### config.mk
export PLATFORM = sky130hd
export DESIGN_NAME = pipe_referee
export DESIGN_NICKNAME = d
export VERILOG_FILES = /design/src/rtl/flappy_pkg.sv /design/src/rtl/bcd_counter3.sv /design/src/rtl/pipe_referee.sv
export SDC_FILE = /design/constraint.sdc
export NUM_CORES = 1
export LEC_CHECK = 0
export CAP_MARGIN = 0
export CORE_UTILIZATION = 40
export CTS_BUF_LIST = sky130_fd_sc_hd__clkbuf_2 sky130_fd_sc_hd__clkbuf_4 sky130_fd_sc_hd__clkbuf_8
export CTS_CLUSTER_SIZE = 24
export DETAILED_ROUTE_END_ITERATION = 6
export MAX_ROUTING_LAYER = met4
export PLACE_DENSITY = 0.66
export RECOVER_POWER = 25
export REMOVE_ABC_BUFFERS = 1
export SLEW_MARGIN = 20
export SYNTH_ARGS = -nofsm -noshare
export SYNTH_HDL_FRONTEND = slang
export SYNTH_SLANG_ARGS = --single-unit
export TNS_END_PERCENT = 1
### constraint.sdc
create_clock -name clk -period 2.8 [get_ports clk]
set_input_delay 0.28 -clock clk [delete_from_list [all_inputs] [get_ports clk]]
set_output_delay 0.28 -clock clk [all_outputs]
set_load 0.02 [all_outputs]
### src/rtl/flappy_pkg.sv
// Shared definitions for the flappy game blocks: FSM state encoding,
// default playfield geometry and coordinate widths.
package flappy_pkg;

    typedef enum logic [1:0] {
        ST_IDLE = 2'd0,
        ST_PLAY = 2'd1,
        ST_HIT  = 2'd2,
        ST_OVER = 2'd3
    } state_t;

    localparam int DEF_BIRD_X    = 100;
    localparam int DEF_BIRD_SIZE = 16;
    localparam int DEF_PIPE_W    = 40;
    localparam int DEF_GAP_HALF  = 60;
    localparam int DEF_SCREEN_H  = 480;
    localparam int DEF_HIT_HOLD  = 60;

    localparam int COORD_W = 10;
    localparam int SUM_W   = 11;

    localparam logic [11:0] BCD_MAX = 12'h999;

    // Single BCD digit step; carry is raised when the digit wraps 9 -> 0.
    function automatic logic [4:0] bcd_digit_inc(input logic [3:0] digit);
        logic [4:0] result;
        if (digit == 4'd9) begin
            result = {1'b1, 4'd0};
        end else begin
            result = {1'b0, digit + 4'd1};
        end
        return result;
    endfunction

endpackage

### src/rtl/bcd_counter3.sv
// Three-digit BCD score register with synchronous clear and a
// saturating increment that stops at 999.
module bcd_counter3
    import flappy_pkg::*;
(
    input  logic        clk,
    input  logic        reset,
    input  logic        clear,
    input  logic        inc,
    output logic [11:0] count
);

    logic [11:0] count_q;
    logic [11:0] count_d;
    logic [4:0]  ones_step;
    logic [4:0]  tens_step;
    logic [4:0]  hund_step;

    always_comb begin
        ones_step = bcd_digit_inc(count_q[3:0]);
        tens_step = bcd_digit_inc(count_q[7:4]);
        hund_step = bcd_digit_inc(count_q[11:8]);
        count_d   = count_q;
        if (clear) begin
            count_d = '0;
        end else if (inc && (count_q != BCD_MAX)) begin
            // Ripple the carry upward; saturation keeps hundreds below 9 wrap.
            count_d[3:0] = ones_step[3:0];
            if (ones_step[4]) begin
                count_d[7:4] = tens_step[3:0];
                if (tens_step[4]) begin
                    count_d[11:8] = hund_step[3:0];
                end
            end
        end
    end

    always_ff @(posedge clk or posedge reset) begin
        if (reset) begin
            count_q <= '0;
        end else begin
            count_q <= count_d;
        end
    end

    assign count = count_q;

endmodule

### src/rtl/pipe_referee.sv
// Game referee: decides collisions and pipe passes each frame tick,
// runs the IDLE/PLAY/HIT/OVER flow and keeps the BCD score.
module pipe_referee
    import flappy_pkg::*;
#(
    parameter int BIRD_X    = DEF_BIRD_X,
    parameter int BIRD_SIZE = DEF_BIRD_SIZE,
    parameter int PIPE_W    = DEF_PIPE_W,
    parameter int GAP_HALF  = DEF_GAP_HALF,
    parameter int HIT_HOLD  = DEF_HIT_HOLD,
    parameter int SCREEN_H  = DEF_SCREEN_H
) (
    input  logic               clk,
    input  logic               reset,
    input  logic               tick,
    input  logic               start,
    input  logic [COORD_W-1:0] pipe_x,
    input  logic [COORD_W-1:0] gap_y,
    input  logic [COORD_W-1:0] bird_y,
    output logic               freeze,
    output logic               pipe_restart,
    output logic               game_over,
    output logic               hit,
    output logic [11:0]        score_bcd,
    output logic [1:0]         state
);

    localparam int HOLD_W = (HIT_HOLD > 1) ? $clog2(HIT_HOLD) : 1;
    localparam logic [HOLD_W-1:0] HOLD_LOAD = HOLD_W'(HIT_HOLD - 1);

    localparam logic [SUM_W-1:0] BIRD_LEFT  = SUM_W'(BIRD_X);
    localparam logic [SUM_W-1:0] BIRD_RIGHT = SUM_W'(BIRD_X + BIRD_SIZE);
    localparam logic [SUM_W-1:0] PIPE_W_S   = SUM_W'(PIPE_W);
    localparam logic [SUM_W-1:0] GAP_HALF_S = SUM_W'(GAP_HALF);
    localparam logic [SUM_W-1:0] BIRD_SZ_S  = SUM_W'(BIRD_SIZE);
    localparam logic [SUM_W-1:0] FLOOR_S    = SUM_W'(SCREEN_H);

    state_t              state_q;
    state_t              state_d;
    logic [HOLD_W-1:0]   hold_q;
    logic [HOLD_W-1:0]   hold_d;
    logic                passed_q;
    logic                passed_d;
    logic                freeze_q;
    logic                freeze_d;
    logic                restart_q;
    logic                restart_d;
    logic                game_over_q;
    logic                game_over_d;
    logic                hit_q;
    logic                hit_d;
    logic                score_clear;
    logic                score_inc;
    logic                launch;

    logic [SUM_W-1:0]    pipe_left;
    logic [SUM_W-1:0]    pipe_right;
    logic [SUM_W-1:0]    bird_top;
    logic [SUM_W-1:0]    bird_bot;
    logic [SUM_W-1:0]    gap_c;
    logic [SUM_W-1:0]    gap_top;
    logic [SUM_W-1:0]    gap_bot;
    logic                overlap;
    logic                collision;
    logic                pass_ok;
    logic                clear_zone;

    // All geometry is widened to 11 bits so sums near the screen edge cannot wrap.
    assign pipe_left  = {1'b0, pipe_x};
    assign pipe_right = pipe_left + PIPE_W_S;
    assign bird_top   = {1'b0, bird_y};
    assign bird_bot   = bird_top + BIRD_SZ_S;
    assign gap_c      = {1'b0, gap_y};
    assign gap_top    = (gap_c >= GAP_HALF_S) ? (gap_c - GAP_HALF_S) : '0;
    assign gap_bot    = gap_c + GAP_HALF_S;

    assign overlap    = (pipe_left < BIRD_RIGHT) && (pipe_right > BIRD_LEFT);
    assign collision  = (overlap && ((bird_top < gap_top) || (bird_bot > gap_bot)))
                        || (bird_bot >= FLOOR_S);
    assign pass_ok    = (pipe_right <= BIRD_LEFT) && !passed_q;
    assign clear_zone = pipe_left > BIRD_RIGHT;

    always_ff @(posedge clk or posedge reset) begin
        if (reset) begin
            state_q <= ST_IDLE;
        end else begin
            state_q <= state_d;
        end
    end

    always_comb begin
        state_d = state_q;
        if (tick) begin
            case (state_q)
                ST_IDLE: if (start)          state_d = ST_PLAY;
                ST_PLAY: if (collision)      state_d = ST_HIT;
                ST_HIT:  if (hold_q == '0)   state_d = ST_OVER;
                ST_OVER: if (start)          state_d = ST_PLAY;
                default:                     state_d = ST_IDLE;
            endcase
        end
    end

    always_comb begin
        launch      = tick && start && ((state_q == ST_IDLE) || (state_q == ST_OVER));
        hit_d       = tick && (state_q == ST_PLAY) && collision;
        restart_d   = launch;
        score_clear = launch;
        score_inc   = tick && (state_q == ST_PLAY) && !collision && pass_ok;

        hold_d = hold_q;
        if (hit_d) begin
            hold_d = HOLD_LOAD;
        end else if (tick && (state_q == ST_HIT) && (hold_q != '0)) begin
            hold_d = hold_q - HOLD_W'(1);
        end

        // The flag re-arms once the pipe is back to the right of the bird.
        passed_d = passed_q;
        if (launch || (tick && clear_zone)) begin
            passed_d = 1'b0;
        end else if (score_inc) begin
            passed_d = 1'b1;
        end

        freeze_d    = (state_d != ST_PLAY);
        game_over_d = (state_d == ST_OVER);
    end

    always_ff @(posedge clk or posedge reset) begin
        if (reset) begin
            hold_q      <= '0;
            passed_q    <= 1'b0;
            freeze_q    <= 1'b1;
            restart_q   <= 1'b0;
            game_over_q <= 1'b0;
            hit_q       <= 1'b0;
        end else begin
            hold_q      <= hold_d;
            passed_q    <= passed_d;
            freeze_q    <= freeze_d;
            restart_q   <= restart_d;
            game_over_q <= game_over_d;
            hit_q       <= hit_d;
        end
    end

    bcd_counter3 u_score (
        .clk   (clk),
        .reset (reset),
        .clear (score_clear),
        .inc   (score_inc),
        .count (score_bcd)
    );

    assign freeze       = freeze_q;
    assign pipe_restart = restart_q;
    assign game_over    = game_over_q;
    assign hit          = hit_q;
    assign state        = state_q;

endmodule
==> parameters.txt <==
Parameter                              Value

Logic synthesis
  Sequential cell area fraction in the yosys report    25.28%
  Post-Synthesis Cells    291
  XOR/XNOR share of the synthesized area    8.123%
  Total of flip-flops plus latches after synthesis    25
  Share of cell area taken by muxes after synthesis    1.413%
  Count of different cell masters after synthesis    57
  Simple-gate portion of the synthesized area    24.12%
  Mapped Area    2480 µm²
  Top FF cell, synth    dfrtp_1
  Number of enable-type register cells in the synthesized netlist    0
  Dominant combinational cell family by area after synthesis    simple AND/OR/NAND/NOR gates
  Synthesized-area fraction occupied by adder cells    18.16%
  Compound-Gate Fraction of Synth Area    18.31%
  Proportion of synthesized flip-flops having asynchronous set or reset    100.0%
  Avg Inst Size Synth    8.522 µm²
  Yosys warning count    0

Clock network
  Deepest level of the CTS H-tree    1
  Clock Tree Buf Depth    2
  TritonCTS clock tree    built
  Clock-pin transition on the worst setup and hold timing paths    0.09 ns
  Total CTS buffers    3
  TritonCTS sink count    25
  Root buffer cell    clkbuf_8
  Worst-skew pair later-pin latency    0.27 ns
  Count of hold buffers inserted by post-cts repair    0

Placed design
  Placement-stage worst setup slack    -0.7776 ns
  DPL Wire Length    5.055 mm
  Placed Instances    455
  Count of buffers from port buffering    51
  Final GP Congestion    0.8671

Final layout
  Share of cells above drive strength 1    24.09%
  Number of antenna diodes    0
  Area of all sequential standard cells    626.9 µm²
  Number of standard cells in the final layout excluding fillers    461
  Area of combinational cells with multiple inputs    1912 µm²
  Filler instances    538
  Area growth, synth to finish    45.86%
  Final layout net count    457

Global routing
  Routing layer with the top usage in global route    met2
  Global routing usage on met1    29.26%
  Vias in the first global route    2393
  Maximum number of pins on one net before global-route repair    26
  Global route total overflow    0
  GR Util met3    2.022%
  All-Layer GR Usage    22.10%
  Wire length of the first global-routing pass    10.94 mm
  M2 GR Usage    36.53%
  Number of antenna violations at the first check in global routing    0

Power
  Net Sw Frac    39.03%
  Part of the total power dissipated in combinational logic    51.2%
  Switching power    565.4 µW
  Cell internal pwr    883.3 µW
  Share of power burned in the clock network    15.0%
  Total power density per cell area    400.5 nW/µm²
  Relative contribution of sequential cells to total power    33.9%
  Largest voltage drop on the vdd net    338.1 µV
  Pleak    1.636 nW

Die
  Number of top-level pins    52
  Die height    80.74 µm
  Initial Utilization    41.64%
  Total number of placement rows    28
  Area of the placeable core    5956 µm²
  Area enclosed by the die boundary    6519 µm²
  Width of the die    80.74 µm

Critical path
  Sort of element at the start of the critical path    input port
  Source of the worst register-to-register timing path    state[1]
  Top delay family on crit path    simple AND/OR/NAND/NOR gates
  Cell with the largest stage delay on the worst path    or3_1
  Type of element capturing the critical path    register
  Chain of cells forming the critical path    clkbuf_2 > nor4_4 > o31a_1 > buf_6 > nand2_2 > buf_6 > nand2_2 > ha_4 > a211oi_2 > nor3_1 > or3_1 > a311oi_2 > buf_4 > o21ai_4 > and2_1
  Critical Path Max Stage Delay    0.38 ns
  WP data arrival    2.85 ns
  Minimum setup slack among reg-to-reg paths    0.42 ns
  R2r worst-path depth    10
  Capture instance of the worst register-to-register path    u_score.count[4]
  Type of the worst setup path    in2reg
  CP max FO    5
  Path length in cells of the critical path    15
  Required time of the critical path    2.96 ns
  WP buf/inv    4

STA
  Count of final max-slew check failures    0
  Worst hold margin    0.5400 ns
  Final hold violation count    0
  Period minus WS final    2.686 ns
  Final period utilization    95.92%
  Relative slew slack    39.57%
  Final clock skew    0.008329 ns
  Max Fclk    0.3723 GHz
  Final setup fails    0
  Slew @ Worst Pin    0.9009 ns
  Final worst slack    0.1142 ns

Routing
  First-pass iteration count of the detailed router    4
  Total number of vias    2482
  Iteration-0 DRC Markers    107
  Post-route ant nets    0
  Per-cell routed wire length    14.27 µm
  Number of vias per cell    5.384
  Detailed-route DRC error count    0
  Drt total wl    6.577 mm

Status
  Result of the run    completed

Hold path
  Tightest Hold Check Type    in2async

Run
  Max-capacitance violation count    0
[power by group through the flow]
stage / sequential, mW / combinational, mW / clock (mW)
3_5_place_dp: 0.499 / 0.684 / 0
5_1_grt: 0.502 / 0.818 / 0.235
2_1_floorplan: 0.529 / 0.368 / 0
3_3_place_gp: 0.497 / 0.668 / 0
4_1_cts: 0.492 / 0.711 / 0.224
6_report: 0.491 / 0.741 / 0.217
[state kept, by name, summed over array words and instances (netlist names)]
name / cells
u_score.count: 12
hold_q: 6
state: 2
freeze: 1
game_over: 1
hit: 1
passed_q: 1
pipe_restart: 1
[synthesized netlist by cell type (2+ instances only)]
master,instances,share of area [%]
a21o_1,2,0.61
mux2i_1,2,0.81
o211a_1,2,0.81
clkbuf_1,2,0.30
nand2_1,30,4.5
ha_1,36,18
nor2b_1,3,0.76
inv_1,23,3.5
nor4_1,5,1.3
a31o_1,4,1.4
nor2_1,16,2.4
o41ai_1,2,0.71
buf_2,4,0.81
o22ai_2,2,1.0
nand2b_1,4,1.0
nand3b_1,2,0.61
nand2_2,2,0.50
and3b_1,2,0.71
o21ai_0,8,1.6
a21oi_1,13,2.6
a21boi_0,3,0.91
and3_1,4,1.0
o21a_1,3,0.91
and4_1,2,0.71
nand3_1,22,4.4
xnor2_1,13,4.6
or3_1,3,0.76
and2_1,3,0.76
xor2_1,10,3.5
nor3_1,8,1.6
nand4_1,3,0.76
a2111oi_0,2,0.71
dfrtp_1,24,24
a211oi_1,4,1.2
[worst reg2reg max path: stages (launching register included)]
cell and delay [ns]:
dfrtp_1 0.42, inv_1 0.14, ha_1 0.16, and2_1 0.27, o2111ai_1 0.24, a2111oi_4 0.30
buf_4 0.19, nand2_2 0.07, buf_4 0.15, nor4_1 0.23, a31o_1 0.15
[metrics by stage]
| stage | area [µm²] | power, mW | util [%] | TNS, ns |
|---|---|---|---|---|
| floorplan | 2452 | 0.8970 | - | -0.8890 |
| global placement | 3387 | 1.166 | 56.87 | -7.429 |
| detailed placement | 3387 | 1.182 | 56.87 | -7.813 |
| CTS | 3547 | 1.426 | 59.56 | 0 |
| global route | 3617 | 1.555 | 60.74 | -0.003056 |
| finish | 3617 | 1.449 | 60.74 | 0 |
[cell families (layout without fill, tap and decap cells)]
group / after synthesis / in the layout
fa+ha+maj: 36 / 36
mux: 3 / 3
flops: 25 / 25
xor+xnor: 23 / 23
compound gates: 60 / 60
buf+inv: 29 / 124
simple gates: 115 / 115
[worst max-delay path by stage]
stage / startpoint / to / slack (ns)
5_1_grt: gap_y[4] / hold_q[2] / -0.003
6_report: gap_y[8] / hold_q[2] / 0.11
3_3_place_gp: gap_y[2] / hold_q[5] / -0.73
3_5_place_dp: gap_y[3] / hold_q[3] / -0.78
4_1_cts: gap_y[8] / hold_q[2] / 0.005
2_1_floorplan: gap_y[2] / hold_q[2] / -0.19
[layout make-up]
class	count	area share, %
multi-input cells	237	52.85
repair buffers	97	23.49
flip-flops and latches	25	17.33
well taps	75	2.594
inverters	23	2.387
clock buffers	3	1.141
clock inverters	1	0.2075
[cell usage in the layout, fill, tap and decap left out, types with 4 or more instances in the layout]
master           Yosys  layout
a31o_1               4       4
buf_6                0       5
dlygate4sd2_1        0       4
dfrtp_1             24      24
nand2_2              2       5
clkdlybuf4s50_1      0      38
nand2_1             30      27
nand3_2              1       5
buf_4                0      41
nand2b_1             4       4
nand3_1             22      18
xnor2_1             13      13
nor4_1               5       4
xor2_1              10      10
o21ai_0              8       6
inv_1               23      22
a21oi_1             13      11
ha_1                36      31
nor2_1              16      15
nor3_1               8       7
and3_1               4       4
[layer usage]
layer / routed length [µm] / vias to the layer above
met4: 76 / 0
met1: 3148 / 1180
li1: - / 1236
met2: 3153 / 58
met5: 0 / -
met3: 199 / 8
[timing repair]
item / CTS / global route
pin swaps: 14 / 20
buffers inserted: 2 / 0
resized for setup: 40 / 27
cloned: 0 / 0
setup endpoints to repair: 11 / 11
(Power assumes the default switching activity.)
